### src/rtl/cpu_control_fsm_pkg.sv
// Shared constants for the multi-cycle RV32I control unit: ALU codes, mux selects, opcodes, states.
// The optional ANDN decode is enabled with CPU_ZBB_ANDN_EN (see cpu_alu_decoder).
package cpu_control_fsm_pkg;

  localparam int unsigned XLEN       = 32;
  localparam int unsigned ALU_CTRL_W = 4;
  localparam int unsigned SEL_W      = 2;
  localparam int unsigned IMM_SEL_W  = 3;
  localparam int unsigned STATE_W    = 4;
  localparam int unsigned OPC_W      = 7;
  localparam int unsigned F3_W       = 3;
  localparam int unsigned F7_W       = 7;

  localparam logic [ALU_CTRL_W-1:0] ALU_ADD     = 4'd0;
  localparam logic [ALU_CTRL_W-1:0] ALU_SUB     = 4'd1;
  localparam logic [ALU_CTRL_W-1:0] ALU_SLL     = 4'd2;
  localparam logic [ALU_CTRL_W-1:0] ALU_SLT     = 4'd3;
  localparam logic [ALU_CTRL_W-1:0] ALU_SLTU    = 4'd4;
  localparam logic [ALU_CTRL_W-1:0] ALU_XOR     = 4'd5;
  localparam logic [ALU_CTRL_W-1:0] ALU_SRL     = 4'd6;
  localparam logic [ALU_CTRL_W-1:0] ALU_SRA     = 4'd7;
  localparam logic [ALU_CTRL_W-1:0] ALU_OR      = 4'd8;
  localparam logic [ALU_CTRL_W-1:0] ALU_AND     = 4'd9;
  localparam logic [ALU_CTRL_W-1:0] ALU_PASS_B  = 4'd10;
  localparam logic [ALU_CTRL_W-1:0] ALU_AND_NOT = 4'd11;

  localparam logic [SEL_W-1:0] SRC_A_PC     = 2'd0;
  localparam logic [SEL_W-1:0] SRC_A_OLD_PC = 2'd1;
  localparam logic [SEL_W-1:0] SRC_A_RS1    = 2'd2;
  localparam logic [SEL_W-1:0] SRC_B_RS2    = 2'd0;
  localparam logic [SEL_W-1:0] SRC_B_IMM    = 2'd1;
  localparam logic [SEL_W-1:0] SRC_B_FOUR   = 2'd2;
  localparam logic [SEL_W-1:0] RES_ALU_OUT  = 2'd0;
  localparam logic [SEL_W-1:0] RES_MEM_DATA = 2'd1;
  localparam logic [SEL_W-1:0] RES_ALU      = 2'd2;

  localparam logic [IMM_SEL_W-1:0] IMM_I = 3'd0;
  localparam logic [IMM_SEL_W-1:0] IMM_S = 3'd1;
  localparam logic [IMM_SEL_W-1:0] IMM_B = 3'd2;
  localparam logic [IMM_SEL_W-1:0] IMM_U = 3'd3;
  localparam logic [IMM_SEL_W-1:0] IMM_J = 3'd4;

  localparam logic [OPC_W-1:0] OPC_LOAD   = 7'b0000011;
  localparam logic [OPC_W-1:0] OPC_STORE  = 7'b0100011;
  localparam logic [OPC_W-1:0] OPC_OP     = 7'b0110011;
  localparam logic [OPC_W-1:0] OPC_OP_IMM = 7'b0010011;
  localparam logic [OPC_W-1:0] OPC_BRANCH = 7'b1100011;
  localparam logic [OPC_W-1:0] OPC_JAL    = 7'b1101111;
  localparam logic [OPC_W-1:0] OPC_JALR   = 7'b1100111;
  localparam logic [OPC_W-1:0] OPC_LUI    = 7'b0110111;
  localparam logic [OPC_W-1:0] OPC_AUIPC  = 7'b0010111;

  localparam logic [F7_W-1:0] F7_BASE = 7'h00;
  localparam logic [F7_W-1:0] F7_ALT  = 7'h20;

  typedef enum logic [STATE_W-1:0] {
    S_RESET, S_FETCH, S_DECODE, S_MEMADR, S_MEMRD, S_MEMWB, S_MEMWR, S_EXEC_R,
    S_EXEC_I, S_ALU_WB, S_BRANCH, S_JAL, S_JALR, S_LUI, S_ILLEGAL, S_HALT
  } state_t;

  // Immediate format used by the OLD_PC+IMM target computation in DECODE
  function automatic logic [IMM_SEL_W-1:0] imm_sel_for(input logic [OPC_W-1:0] opc);
    case (opc)
      OPC_STORE:           imm_sel_for = IMM_S;
      OPC_BRANCH:          imm_sel_for = IMM_B;
      OPC_LUI, OPC_AUIPC:  imm_sel_for = IMM_U;
      OPC_JAL:             imm_sel_for = IMM_J;
      default:             imm_sel_for = IMM_I;
    endcase
  endfunction

endpackage

### src/rtl/cpu_control_fsm_alu_decoder.sv
// Combinational opcode/funct3/funct7 -> ALU code and illegal-encoding decode.
// CPU_ZBB_ANDN_EN adds OP funct7=0x20 funct3=111 as ANDN; otherwise that encoding is illegal.
module cpu_alu_decoder
  import cpu_control_fsm_pkg::*;
(
  input  logic [OPC_W-1:0]      opcode,
  input  logic [F3_W-1:0]       funct3,
  input  logic [F7_W-1:0]       funct7,
  output logic [ALU_CTRL_W-1:0] alu_control_c,
  output logic                  illegal_c
);

  function automatic logic [ALU_CTRL_W-1:0] base_op(input logic [F3_W-1:0] f3);
    case (f3)
      3'b000:  base_op = ALU_ADD;
      3'b001:  base_op = ALU_SLL;
      3'b010:  base_op = ALU_SLT;
      3'b011:  base_op = ALU_SLTU;
      3'b100:  base_op = ALU_XOR;
      3'b101:  base_op = ALU_SRL;
      3'b110:  base_op = ALU_OR;
      default: base_op = ALU_AND;
    endcase
  endfunction

  always_comb begin
    alu_control_c = ALU_ADD;
    illegal_c     = 1'b0;
    case (opcode)
      OPC_OP: begin
        alu_control_c = base_op(funct3);
        if (funct7 == F7_ALT) begin
          case (funct3)
            3'b000:  alu_control_c = ALU_SUB;
            3'b101:  alu_control_c = ALU_SRA;
`ifdef CPU_ZBB_ANDN_EN
            3'b111:  alu_control_c = ALU_AND_NOT;
`endif
            default: illegal_c = 1'b1;
          endcase
        end else if (funct7 != F7_BASE) begin
          illegal_c = 1'b1;
        end
      end
      OPC_OP_IMM: begin
        alu_control_c = base_op(funct3);
        // Only shift immediates carry a funct7; other OP-IMM funct7 bits are immediate
        if (funct3 == 3'b001 || funct3 == 3'b101) begin
          if (funct7 != F7_BASE && funct7 != F7_ALT) begin
            illegal_c = 1'b1;
          end else if (funct3 == 3'b101 && funct7[5]) begin
            alu_control_c = ALU_SRA;
          end
        end
      end
      OPC_BRANCH: begin
        alu_control_c = ALU_SUB;
        illegal_c     = (funct3[2:1] == 2'b01);
      end
      OPC_LUI:                                            alu_control_c = ALU_PASS_B;
      OPC_LOAD, OPC_STORE, OPC_JAL, OPC_JALR, OPC_AUIPC: alu_control_c = ALU_ADD;
      default:                                            illegal_c     = 1'b1;
    endcase
  end

endmodule

### src/rtl/cpu_control_fsm.sv
// Multi-cycle RV32I control FSM driving the cpu_alu datapath muxes and the memory handshake.
// Define CPU_ZBB_ANDN_EN to accept ANDN; HALT_ON_ILLEGAL selects halt vs. pulse-and-refetch.
module cpu_control_fsm
  import cpu_control_fsm_pkg::*;
#(
  parameter bit HALT_ON_ILLEGAL = 1'b1
) (
  input  logic                  clk,
  input  logic                  rst_n,
  input  logic [XLEN-1:0]       instr,
  input  logic                  zero,
  input  logic                  neg,
  input  logic                  carry,
  input  logic                  overflow,
  input  logic                  mem_ready,
  output logic                  mem_req,
  output logic                  mem_we,
  output logic                  mem_addr_sel,
  output logic                  ir_write,
  output logic                  pc_write,
  output logic                  reg_write,
  output logic [ALU_CTRL_W-1:0] alu_control,
  output logic [SEL_W-1:0]      alu_src_a_sel,
  output logic [SEL_W-1:0]      alu_src_b_sel,
  output logic [SEL_W-1:0]      result_sel,
  output logic [IMM_SEL_W-1:0]  imm_sel,
  output logic                  illegal,
  output logic [STATE_W-1:0]    state
);

  state_t                  state_q, state_d;
  logic [OPC_W-1:0]        opcode;
  logic [F3_W-1:0]         funct3;
  logic [F7_W-1:0]         funct7;
  logic [ALU_CTRL_W-1:0]   dec_alu;
  logic                    dec_illegal;
  logic                    taken;
  logic                    unused_instr;

  assign opcode       = instr[6:0];
  assign funct3       = instr[14:12];
  assign funct7       = instr[31:25];
  assign unused_instr = ^{instr[24:15], instr[11:7]};
  assign state        = state_q;

  cpu_alu_decoder u_alu_decoder (
    .opcode        (opcode),
    .funct3        (funct3),
    .funct7        (funct7),
    .alu_control_c (dec_alu),
    .illegal_c     (dec_illegal)
  );

  // Branch resolution from the flags of RS1-RS2 (carry set means no borrow)
  always_comb begin
    taken = 1'b0;
    case (funct3)
      3'b000:  taken = zero;
      3'b001:  taken = !zero;
      3'b100:  taken = neg ^ overflow;
      3'b101:  taken = !(neg ^ overflow);
      3'b110:  taken = !carry;
      3'b111:  taken = carry;
      default: taken = 1'b0;
    endcase
  end

  always_ff @(posedge clk or negedge rst_n) begin
    if (!rst_n) state_q <= S_RESET;
    else        state_q <= state_d;
  end

  always_comb begin
    state_d       = state_q;
    mem_req       = 1'b0;
    mem_we        = 1'b0;
    mem_addr_sel  = 1'b0;
    ir_write      = 1'b0;
    pc_write      = 1'b0;
    reg_write     = 1'b0;
    alu_control   = ALU_ADD;
    alu_src_a_sel = SRC_A_PC;
    alu_src_b_sel = SRC_B_RS2;
    result_sel    = RES_ALU_OUT;
    imm_sel       = IMM_I;
    illegal       = 1'b0;
    case (state_q)
      S_RESET: state_d = S_FETCH;
      S_FETCH: begin
        mem_req       = 1'b1;
        alu_src_b_sel = SRC_B_FOUR;
        result_sel    = RES_ALU;
        if (mem_ready) begin
          ir_write = 1'b1;
          pc_write = 1'b1;
          state_d  = S_DECODE;
        end
      end
      S_DECODE: begin
        alu_src_a_sel = SRC_A_OLD_PC;
        alu_src_b_sel = SRC_B_IMM;
        imm_sel       = imm_sel_for(opcode);
        if (dec_illegal) begin
          state_d = S_ILLEGAL;
        end else begin
          case (opcode)
            OPC_LOAD, OPC_STORE:  state_d = S_MEMADR;
            OPC_OP:               state_d = S_EXEC_R;
            OPC_OP_IMM, OPC_JALR: state_d = S_EXEC_I;
            OPC_BRANCH:           state_d = S_BRANCH;
            OPC_JAL:              state_d = S_JAL;
            OPC_LUI:              state_d = S_LUI;
            OPC_AUIPC:            state_d = S_ALU_WB;
            default:              state_d = S_ILLEGAL;
          endcase
        end
      end
      S_EXEC_R: begin
        alu_control   = dec_alu;
        alu_src_a_sel = SRC_A_RS1;
        state_d       = S_ALU_WB;
      end
      S_EXEC_I: begin
        alu_control   = dec_alu;
        alu_src_a_sel = SRC_A_RS1;
        alu_src_b_sel = SRC_B_IMM;
        state_d       = (opcode == OPC_JALR) ? S_JALR : S_ALU_WB;
      end
      S_MEMADR: begin
        alu_src_a_sel = SRC_A_RS1;
        alu_src_b_sel = SRC_B_IMM;
        imm_sel       = (opcode == OPC_STORE) ? IMM_S : IMM_I;
        state_d       = (opcode == OPC_STORE) ? S_MEMWR : S_MEMRD;
      end
      S_MEMRD: begin
        mem_req      = 1'b1;
        mem_addr_sel = 1'b1;
        if (mem_ready) state_d = S_MEMWB;
      end
      S_MEMWB: begin
        reg_write  = 1'b1;
        result_sel = RES_MEM_DATA;
        state_d    = S_FETCH;
      end
      S_MEMWR: begin
        mem_req      = 1'b1;
        mem_we       = 1'b1;
        mem_addr_sel = 1'b1;
        if (mem_ready) state_d = S_FETCH;
      end
      S_BRANCH: begin
        alu_control   = ALU_SUB;
        alu_src_a_sel = SRC_A_RS1;
        imm_sel       = IMM_B;
        pc_write      = taken;
        state_d       = S_FETCH;
      end
      // Jump target already sits in ALU_OUT; the ALU forms the link value OLD_PC+4
      S_JAL, S_JALR: begin
        pc_write      = 1'b1;
        alu_src_a_sel = SRC_A_OLD_PC;
        alu_src_b_sel = SRC_B_FOUR;
        state_d       = S_ALU_WB;
      end
      S_LUI: begin
        alu_control   = ALU_PASS_B;
        alu_src_b_sel = SRC_B_IMM;
        imm_sel       = IMM_U;
        state_d       = S_ALU_WB;
      end
      S_ALU_WB: begin
        reg_write = 1'b1;
        state_d   = S_FETCH;
      end
      S_ILLEGAL: begin
        illegal = 1'b1;
        state_d = HALT_ON_ILLEGAL ? S_HALT : S_FETCH;
      end
      S_HALT:  illegal = 1'b1;
      default: state_d = S_RESET;
    endcase
  end

endmodule

### config.mk
export PLATFORM = sky130hd
export DESIGN_NAME = cpu_control_fsm
export DESIGN_NICKNAME = d
export VERILOG_FILES = /design/src/rtl/cpu_control_fsm_pkg.sv /design/src/rtl/cpu_control_fsm_alu_decoder.sv /design/src/rtl/cpu_control_fsm.sv
export SDC_FILE = /design/constraint.sdc
export NUM_CORES = 1
export LEC_CHECK = 0
export ABC_CLOCK_PERIOD_IN_PS = 1500
export CORE_ASPECT_RATIO = 0.7
export CORE_MARGIN = 2
export CORE_UTILIZATION = 45
export DETAILED_ROUTE_END_ITERATION = 10
export DONT_BUFFER_PORTS = 1
export PLACE_DENSITY = 0.61
export SYNTH_ARGS = -nofsm -noshare
export SYNTH_HDL_FRONTEND = slang
export SYNTH_HIERARCHICAL = 1
export SYNTH_SLANG_ARGS = --single-unit
### constraint.sdc
create_clock -name clk -period 1.5 [get_ports clk]
set_input_delay 0.3 -clock clk [delete_from_list [all_inputs] [get_ports clk]]
set_output_delay 0.3 -clock clk [all_outputs]
set_load 0.01 [all_outputs]
# == Word level (Yosys, flattened, before mapping) ==
# Index checks and enable logic that the tools add are counted.
# op_classes
n_eq_ne,37
muxes,37
n_bitwise,1
n_reduce_logical,28
# ops
cell,count
$pmux 4 s7,2
$pmux 4 s9,1
$eq 4x4->1 const B,8
$mux 4,8
$eq 7x6->1 const B,4
$pmux 3 s4,2
$eq 7x7->1 const B,3
$reduce_or 2->1,9
$eq 4x3->1 const B,4
$pmux 4 s4,1
$reduce_or 4->1,4
$eq 7x5->1 const B,2
$mux 1,13
$eq 3x3->1 const B,4
$pmux 2 s2,3
$pmux 4 s3,1
$reduce_bool 9->1,1
$reduce_or 3->1,3
$eq 4x2->1 const B,2
$pmux 4 s2,1
$eq 7x2->1 const B,1
$ne 7x6->1 const B,1
$reduce_bool 7->1,1
$eq 3x2->1 const B,2
other kinds (17),22
# word_totals
reg_bits,4
input_bits,39
out_inout_bits,24
word_cells,104

# == Longest topological paths before layout ==
# Gate-level depths: netlist of the first run.
# logic_depth
word_depth,7
mapped_depth,8
ltp_nobuf,7

# == Hierarchy ==
# The synthesis of the first run kept the hierarchy.
# by_module_without_submodules
module,n_inst,cells_each,area_each_um2
cpu_control_fsm,1,124,878.3
cpu_alu_decoder,1,42,256.5

# == Worst setup path before layout of the first run ==
# Ideal clock, no wire load.
# synth_timing
path_type,input -> output
from,in instr[2]
to,out alu_control[0]
arrival_ns,1.465
required_time_ns,1.200
path_slack_ns,-0.265
path_stages,5
cell_sequence,buf_6 -> or4_4 -> o22ai_1 -> nor2_1 -> o31ai_1
# synth_between
elab_chain_len,3
word_cells_on_any_way,6
cone_classes,eq/ne: 4; mux: 2
# synth_lines
item,line_no,rtl
from (decl),cpu_control_fsm.sv:10,"input logic [XLEN-1:0] instr,"
"$eq 7x6->1, or another cell as far along",cpu_control_fsm_alu_decoder.sv:29,case (opcode)
$pmux 4 s4 *,cpu_control_fsm_alu_decoder.sv:29,
net dec_alu[0],cpu_control_fsm.sv:35,logic [ALU_CTRL_W-1:0] dec_alu;
$pmux 4 s3 *,cpu_control_fsm.sv:87,case (state_q)
to (decl),cpu_control_fsm.sv:22,"output logic [ALU_CTRL_W-1:0] alu_control,"
# The timed path passes the listed nets; every way through them passes the cells marked *.

# == Worst setup path after layout of the first run ==
# layout_timing
from,"reg state_q[3], in the netlist state[3]"
to,out pc_write
# layout_between
elab_chain_len,3
word_cells_on_any_way,6
cone_classes,eq/ne: 4; mux: 1; reduce/logical: 1
# layout_lines
item,line_no,rtl
from (decl),cpu_control_fsm.sv:31,"state_t state_q, state_d;"
from (signal assigned),cpu_control_fsm.sv:70,else state_q <= state_d;
$eq 4x4->1,cpu_control_fsm.sv:87,
$reduce_or 2->1,cpu_control_fsm.sv:87,
$pmux 1 s3 *,cpu_control_fsm.sv:87,
to (decl),cpu_control_fsm.sv:20,"output logic pc_write,"
# Every way passes the cells marked *; elsewhere a longest branch is shown, timed or not.

==> results of run 1 <==
-- metrics by stage --
stage	worst slack, ns	util	total power, W	cell area, um^2	hold WS (ns)
after global routing	-0.280	0.722	0.00273	1750	0.258
after floorplan	-0.174	-	0.00138	1180	0.00441
after CTS	-0.191	0.651	0.00232	1580	0.250
final	-0.229	0.722	0.00258	1750	0.256
after detailed placement	-0.329	0.580	0.00193	1400	0.00447
after global placement	-0.249	0.580	0.00190	1400	0.00448
-- timing repair --
item,CTS,global route
cloned,0,1
endpoints found under the setup margin,19,22
pin swaps,8,11
hold buffers,1,0
endpoints found under the hold margin,4,0
setup buffers,6,4
resized for setup,28,28
-- worst paths after layout --
| path | startpoint | to | slack [ns] | depth (start not counted) |
|---|---|---|---|---|
| max | state[3]$_DFFE_PN0P_ | pc_write | -0.23 | 5 |
| min | instr[3] | state[3]$_DFFE_PN0P_ | 0.26 | 2 |
| max reg2reg | state[0]$_DFFE_PN0P_ | state[0]$_DFFE_PN0P_ | 0.02 | 5 |
| min reg2reg | state[2]$_DFFE_PN0P_ | state[3]$_DFFE_PN0P_ | 0.83 | 3 |
| max in group asynchronous | rst_n | state[3]$_DFFE_PN0P_ | 0.99 | 1 |
| min in group asynchronous | rst_n | state[1]$_DFFE_PN0P_ | 0.33 | 1 |
-- routing by layer --
layer | track usage | part of all wire | up-vias
li1 | - | - | 698
met1 | 0.365 | 0.42 | 710
met2 | 0.440 | 0.47 | 85
met3 | 0.0396 | 0.099 | 6
met4 | 0.0391 | 0.011 | 0
met5 | 0 | 0 | -
-- final cells by class --
class	instances	area [um^2]	area share
tap	34	42.5	0.0243
timing repair buffer	43	378	0.216
inverter	6	25.0	0.0143
clock buffer	3	22.5	0.0129
multi-input combinational	146	1180	0.672
sequential	4	105	0.0601
-- cell families (layout without fill, tap and decap cells) --
family	Yosys count	in the layout	synth area share
buffers and inverters	16	52	0.0871
multiplexers	1	1	0.00882
flip-flops	4	4	0.0882
AO/OA/AOI/OAI	56	56	0.336
XOR/XNOR	5	5	0.0386
AND/OR/NAND/NOR	84	84	0.441
-- cell usage after synthesis, drive strengths merged (3+ instances only) --
library cell	number
nand3b	5
a31oi	3
nand2	13
o21a	5
and3	4
nand3	6
xnor2	4
dfrtp	4
buf	9
a21oi	7
nor4	4
inv	6
nor2b	5
nor3	5
o22ai	4
nand2b	11
o21ai	18
nor2	20
-- power groups by stage --
stage	combinational, W	clock [W]	sequential, W
6_report	0.00215	0.000129	0.000299
5_1_grt	0.00228	0.000140	0.000307
4_1_cts	0.00191	0.000132	0.000277
3_5_place_dp	0.00167	0	0.000263
3_3_place_gp	0.00163	0	0.000262
2_1_floorplan	0.00115	0	0.000228
==> impl_metrics.tcl, run 1 <==
set metrics [dict create \
    status "finished with violations" \
    violations "setup timing" \
    die_w_um 64.0 \
    ys_ff_latch 4 \
    synth_top_area_share 0.0882 \
    switchingPower_w 0.00129 \
    vdd_drop_max_mv 0.720 \
    setup_tns_ns -2.60 \
    final_common_cell "buf_4" \
    grt-ovfl-total 0 \
    cpPeakStageDelay_ns 0.44 \
    initial_utilization 0.469 \
    final_hold_viol_count 0 \
    crit_required_ns 1.20 \
    final_antenna_net_count 0 \
    crit_family "compound AO/OA/AOI/OAI gates" \
    netlist_top_cells_area "dfrtp_1 (8.8%), o21ai_0 (6.6%), nor2_1 (6.3%)" \
    synth_area_per_cell_um2 6.84 \
    ctsRootBufferMaster "clkbuf_4" \
    final-setup-viol-count 19 \
    syn_nets 205 \
    worst_pin_slew_ns 0.310 \
    yosysTopAreaCell "dfrtp_1" \
    portBuffers 0 \
    p_sw_frac 0.499 \
    grt_pass1_vias 1289 \
    yosys_warnings 6 \
    fin_cells 236 \
    critPathLaunchType "flop" \
    areaGrowthSynthToFinish_pct 54.1 \
    path_clk_slew_ns 0.03 \
    worstSkewPairLatency_ns 0.23 \
    via_per_inst 6.35 \
    slew_headroom 0.792 \
    core_area_um2 2420 \
    clkPwrFrac 0.050 \
    grt_max_degree 19 \
    fmax_mhz 578 \
    antenna_found_initial 0 \
    dieArea_um2 2950 \
    cts.sinks 4 \
    fin_crit_sh 1.15 \
    row_count 15 \
    worst-path-buf-inv 1 \
    routed_wl_um 4160 \
    wl_per_cell_um 17.6 \
    nNetsFinal 243 \
    largest_register_ffs 4 \
    power.internal_w 0.00129 \
    n_antenna_cell 0 \
    hold_path_class "primary input to flop" \
    synth_cell_type_count 55 \
    drv_cap 0 \
    finClkSkew_ns 0.00487 \
    drc 0 \
    hpwlAfterDp_um 2850 \
    clock_path_buffers 2 \
    power.leakage_nw 0.645 \
    cp_max_fo 9 \
    period_needed_ns 1.73 \
    synthCells 166 \
    dr.pass1.iters 6 \
    crit_path_end_kind "output port" \
    p_seq_frac 0.116 \
    crit_slowest_cell "dfrtp_2" \
    arrival_ns 1.43 \
    grt_pass1_wl_um 6020 \
    track_usage 0.262 \
    p_per_area_nw_per_um2 1480 \
    worstSetupPathType "flop to output port" \
    syn_area_um2 1130 \
    combPwrFrac 0.834 \
    slew_viol_final 0 \
    drtIter0Drc 104 \
    setup_ws_ns -0.229 \
    cts_buffers 3 \
    vias 1499 \
    seq_area_frac_synth 0.0882 \
    most-common-layout-cells "buf_4 (34), nor2_1 (11), nand2_1 (10)" \
    io_pins 63 \
    die_y_um 46.0 \
    path_cells "buf_12, nor2b_2, a22oi_2, o21a_1, a31oi_4" \
    nFillCells 181 \
    layout-drive-gt1-share 0.490 \
    htreeDepth 1 \
    cts_tree "done" \
    synth_edf_count 0 \
    dp.cells 223 \
    rsz0062_at_grt "true" \
    place_congestion 0.868 \
    synth_flop_cell "dfrtp_1" \
    async_flop_share 1.00 \
]
(Power assumes the default switching activity.)
==> inputs of run 2 (changes only) <==
--- a/config.mk
+++ b/config.mk
@@ -6,12 +6,14 @@
 export NUM_CORES = 1
 export LEC_CHECK = 0
 export ABC_CLOCK_PERIOD_IN_PS = 1500
-export CORE_ASPECT_RATIO = 0.7
+export CORE_ASPECT_RATIO = 0.8
 export CORE_MARGIN = 2
 export CORE_UTILIZATION = 45
 export DETAILED_ROUTE_END_ITERATION = 10
 export DONT_BUFFER_PORTS = 1
+export GPL_ROUTABILITY_DRIVEN = 0
 export PLACE_DENSITY = 0.61
+export SETUP_SLACK_MARGIN = 0.3
 export SYNTH_ARGS = -nofsm -noshare
 export SYNTH_HDL_FRONTEND = slang
 export SYNTH_HIERARCHICAL = 1
==> impl_metrics.tcl, run 2 (synthesis gave the netlist of run 1 again) <==
set metrics [dict create \
    crit_path_end_kind "output port" \
    area.sequential_um2 105 \
    io_pins 63 \
    grt-ovfl-total 0 \
    path_clk_slew_ns 0.05 \
    cp_max_fo 6 \
    worstSkewPairLatency_ns 0.26 \
    dr.pass1.iters 4 \
    cts.sinks 4 \
    cts_tree "done" \
    portBuffers 0 \
    fin_cells 248 \
    power.leakage_nw 0.759 \
    fin_crit_sh 1.14 \
    final_common_cell "buf_4" \
    dp.cells 222 \
    via_per_inst 6.25 \
    grt_max_degree 19 \
    layout-drive-gt1-share 0.594 \
    drv_cap 0 \
    placed_area_um2 1570 \
    arrival_ns 1.41 \
    rsz0062_at_grt "true" \
    wl_per_cell_um 19.1 \
    critPathLaunchType "flop" \
    die_w_um 60.1 \
    nFillCells 120 \
    fmax_mhz 585 \
    worstSetupPathType "flop to output port" \
    most-common-layout-cells "buf_4 (28), buf_6 (19), nand2_1 (9)" \
    rrSetupSlack_ns -0.05 \
    path_cells "buf_6, buf_6, nor3_4, or2_4" \
    hpwlAfterDp_um 3000 \
    final_antenna_net_count 0 \
    htreeDepth 1 \
    clock_path_buffers 2 \
    slew_headroom 0.666 \
    final_design_area_no_fill_um2 2100 \
    routed_wl_um 4740 \
    areaGrowthSynthToFinish_pct 85.1 \
    path_common_cell "buf_6" \
    ctsRootBufferMaster "clkbuf_4" \
    nNetsFinal 252 \
    drtIter0Drc 110 \
    vdd_drop_max_mv 1.30 \
    dieArea_um2 2940 \
    crit_required_ns 1.20 \
    initial_utilization 0.468 \
    multiInputGateArea_um2 1370 \
    status "finished with violations" \
    vias 1550 \
    n_antenna_cell 0 \
    worst_pin_slew_ns 0.495 \
    grt_pass1_vias 1494 \
    final-setup-viol-count 21 \
    cts_buffers 3 \
    p_per_area_nw_per_um2 1710 \
    period_needed_ns 1.71 \
    row_count 16 \
    violations "setup timing" \
    antenna_found_initial 0 \
    slew_viol_final 0 \
    grt_pass1_wl_um 7200 \
    track_usage 0.319 \
    core_area_um2 2420 \
    cpPeakStageDelay_ns 0.47 \
    hold_path_class "primary input to flop" \
    drc 0 \
    setup_ws_ns -0.209 \
    largest_register_ffs 4 \
    final_hold_viol_count 0 \
    finClkSkew_ns 0.0124 \
    crit_slowest_cell "dfrtp_2" \
    die_y_um 48.9 \
]
==> run 2: changes by cell type in the layout (fill, tap and decap cells not counted), moves of 3 or more <==
cell and delta:
buf_4 -6, nor2_1 -3, a21oi_2 +3, nand2b_1 -3, buf_6 +13, a21oi_1 -4, nor2_4 +3, o21ai_0 -3
nand2b_4 +3
==> run 2: routing by layer <==
layer | GRT usage | routed length [um] | vias to the layer above
met5 | 0 | 0 | -
met4 | 0.126 | 140 | 0
met3 | 0.0292 | 235 | 12
met2 | 0.522 | 2370 | 70
met1 | 0.423 | 1990 | 754
li1 | - | - | 714
==> run 2: metrics by stage <==
stage | worst slack (ns) | power [W] | hold WS [ns] | TNS, ns | utilization
after floorplan | -0.174 | 0.00183 | 0.00441 | -0.639 | -
after global placement | -0.227 | 0.00234 | 0.00451 | -1.14 | 0.650
after detailed placement | -0.269 | 0.00239 | 0.00452 | -1.32 | 0.650
after CTS | -0.209 | 0.00323 | 0.218 | -2.63 | 0.803
after global routing | -0.246 | 0.00377 | 0.206 | -3.75 | 0.867
final | -0.209 | 0.00360 | 0.210 | -2.85 | 0.867
==> run 2: layout make-up <==
| cell class | instances | area share |
|---|---|---|
| timing repair buffer | 52 | 0.248 |
| inverter | 6 | 0.0167 |
| sequential | 4 | 0.0500 |
| multi-input combinational | 146 | 0.651 |
| clock buffer | 4 | 0.0125 |
| tap | 36 | 0.0214 |
==> run 2: what timing repair did <==
action                                  4_1_cts  5_1_grt
resized for setup                            47       24
pin swaps                                    22       12
cloned                                        1        0
hold buffers                                  1        0
endpoints found under the setup margin       27       27
buffers inserted                             14        6
hold endpoints to repair                      4        0
==> run 2: path summary, 6_finish.rpt <==
kind | from | to | cells after the start
worst max-delay path | state[3]$_DFFE_PN0P_ | mem_req | 4
worst min-delay path | instr[3] | state[3]$_DFFE_PN0P_ | 2
worst max register to register | state[3]$_DFFE_PN0P_ | state[0]$_DFFE_PN0P_ | 7
worst min register to register | state[2]$_DFFE_PN0P_ | state[3]$_DFFE_PN0P_ | 2
max in group asynchronous | rst_n | state[0]$_DFFE_PN0P_ | 1
min in group asynchronous | rst_n | state[3]$_DFFE_PN0P_ | 1
==> run 2: critical path, delay by kind of cell, from the launching register on <==
| kind | cells | cell delay (ns) |
|---|---|---|
| flip-flops | 1 | 0.47 |
| AND/OR/NAND/NOR | 2 | 0.38 |
| buffers and inverters | 2 | 0.29 |
==> run 2: power breakdown <==
group | switching [W] | internal, W | leakage [nW]
Sequential | 0.000112 | 0.000169 | 0.0446
Combinational | 0.00155 | 0.00159 | 0.700
Clock | 0.0000673 | 0.000101 | 0.0150
==> inputs of run 3 (changes only) <==
--- a/config.mk
+++ b/config.mk
@@ -16,5 +16,4 @@
 export SETUP_SLACK_MARGIN = 0.3
 export SYNTH_ARGS = -nofsm -noshare
 export SYNTH_HDL_FRONTEND = slang
-export SYNTH_HIERARCHICAL = 1
 export SYNTH_SLANG_ARGS = --single-unit
==> impl_metrics.tcl, run 3 <==
set metrics [dict create \
    synthCells 151 \
    finClkSkew_ns 0.00201 \
    yosys_warnings 0 \
    synth_edf_count 0 \
    synth_cell_type_count 43 \
    final_antenna_net_count 0 \
    grt_pass1_wl_um 6120 \
    fin_util 0.938 \
    via_per_inst 6.95 \
    vdd_drop_max_mv 1.97 \
    cp_max_fo 6 \
    synth_area_per_cell_um2 6.46 \
    dr.pass1.iters 4 \
    synth_common_cells "nand2_1 (15), nor2_1 (15), a21oi_1 (14)" \
    syn_area_um2 976 \
    power.internal_w 0.00181 \
    worstSetupPathType "flop to output port" \
    slew_headroom 0.747 \
    nNetsFinal 248 \
    fin_crit_sh 1.25 \
    hold_path_depth 2 \
    final-setup-viol-count 22 \
    most-common-layout-cells "buf_6 (35), buf_4 (28), nand2_1 (12)" \
    layout-drive-gt1-share 0.601 \
    rsz0062_at_grt "true" \
    cts.sinks 4 \
    combPwrFrac 0.882 \
    worst_pin_slew_ns 0.375 \
    crit_required_ns 1.20 \
    initial_utilization 0.464 \
    status "finished with violations" \
    die_y_um 45.7 \
    clock_path_buffers 2 \
    seq_area_frac_synth 0.103 \
    n_antenna_cell 0 \
    cts_tree "done" \
    htreeDepth 1 \
    die_w_um 56.1 \
    dp.cells 207 \
    path_clk_slew_ns 0.04 \
    p_seq_frac 0.075 \
    ctsRootBufferMaster "clkbuf_4" \
    syn_nets 190 \
    rrSetupSlack_ns -0.06 \
    critPathLaunchType "flop" \
    routed_wl_um 5450 \
    period_needed_ns 1.88 \
    multiInputGateArea_um2 1180 \
    crit_path_end_kind "output port" \
    slew_viol_final 0 \
    areaGrowthSynthToFinish_pct 102 \
    nFillCells 67 \
    setup_tns_ns -4.57 \
    wl_per_cell_um 23.4 \
    row_count 15 \
    p_sw_frac 0.480 \
    violations "setup timing" \
    reg2regPathDepth 6 \
    ys_ff_latch 4 \
    final_hold_viol_count 0 \
    cts_buffers 3 \
    p_per_area_nw_per_um2 1760 \
    grt_pass1_vias 1269 \
    drv_cap 0 \
    worstSkewPairLatency_ns 0.24 \
    drtIter0Drc 133 \
    netlist_top_cells_area "dfrtp_1 (10%), a21oi_1 (7.2%), nand2b_1 (7.1%)" \
    drc 0 \
    grt-ovfl-total 0 \
    clkPwrFrac 0.043 \
    setup_ws_ns -0.380 \
    switchingPower_w 0.00167 \
    hold_path_class "primary input to flop" \
    hpwlAfterDp_um 2660 \
    area.sequential_um2 105 \
    dieArea_um2 2560 \
    arrival_ns 1.58 \
    place_ws_ns -0.143 \
    core_area_um2 2100 \
    track_usage 0.314 \
    final_common_cell "buf_6" \
    synth_flop_cell "dfrtp_1" \
    portBuffers 0 \
    io_pins 63 \
    fin_cells 233 \
    synth_top_area_share 0.103 \
    antenna_found_initial 0 \
    largest_register_ffs 4 \
    async_flop_share 1.00 \
    vias 1620 \
    fmax_mhz 532 \
    power.leakage_nw 0.799 \
    yosysTopAreaCell "dfrtp_1" \
    grt_max_degree 14 \
]
==> run 3: cell count changes after synthesis, moves of 3 or more <==
cell	delta
o21ai_0	-5
xnor2_1	-4
xor2_1	+4
o21a_1	-4
nand3b_1	-4
o21ai_1	-3
a21oi_1	+7
nor2_1	-4
==> run 3: stage by stage <==
stage / instance area (um^2) / hold WS, ns / power (W)
final: 1970 / 0.300 / 0.00348
after global routing: 1970 / 0.292 / 0.00357
after CTS: 1720 / 0.294 / 0.00267
after detailed placement: 1410 / 0.00448 / 0.00192
after global placement: 1410 / 0.00448 / 0.00188
after floorplan: 1160 / 0.00441 / 0.00135
==> run 3: final timing paths <==
kind                                            from              endpoint
max in group asynchronous                      rst_n  state[0]$_DFFE_PN0P_
worst min register to register  state[2]$_DFFE_PN0P_  state[3]$_DFFE_PN0P_
worst max-delay path            state[3]$_DFFE_PN0P_        alu_control[1]
min in group asynchronous                      rst_n  state[2]$_DFFE_PN0P_
worst max register to register  state[3]$_DFFE_PN0P_  state[2]$_DFFE_PN0P_
worst min-delay path                        instr[3]  state[2]$_DFFE_PN0P_
==> run 3: layer usage <==
metal | share of wire | track usage | vias up
met5 | 0 | 0 | -
met4 | 0.035 | 0.124 | 0
met3 | 0.11 | 0.0313 | 24
met2 | 0.47 | 0.539 | 128
met1 | 0.39 | 0.417 | 789
li1 | - | - | 679
==> run 3: logic make-up (layout without fill, tap and decap cells) <==
kind of cell              after synthesis  after routing  share of synthesized area
muxes                                   3              3                     0.0308
buffers and inverters                  14             71                     0.0821
and+or+nand+nor                        72             72                      0.383
AOI/OAI and AO/OA                      53             53                      0.356
xor gates and xnor gates                5              5                     0.0449
DFF                                     4              4                      0.103
==> run 3: area by class of cell <==
class                           instances  share of cell area
Inverter                                3             0.00825
Clock buffer                            4              0.0133
Multi-Input combinational cell        133               0.597
Tap cell                               25              0.0159
Sequential cell                         4              0.0533
Timing Repair Buffer                   64               0.312
==> run 3: power groups by stage <==
stage	logic [W]	registers [W]	clock network, W
2_1_floorplan	0.00113	0.000218	0
3_3_place_gp	0.00162	0.000270	0
3_5_place_dp	0.00165	0.000270	0
4_1_cts	0.00227	0.000247	0.000150
5_1_grt	0.00315	0.000262	0.000161
6_report	0.00307	0.000260	0.000150
==> run 3: worst max-delay path, cell delays in order, from the launching register on <==
cell	delay, ns
dfrtp_2	0.48
buf_4	0.17
nand2_1	0.10
o31ai_1	0.10
a32oi_1	0.35
o21ai_2	0.14
==> run 3: timing repair <==
item	4_1_cts	5_1_grt
endpoints found under the hold margin	4	0
endpoints found under the setup margin	27	27
gates resized for setup	49	38
cloned	0	0
buffers inserted	10	11
hold buffers	1	0
pin swaps	11	16
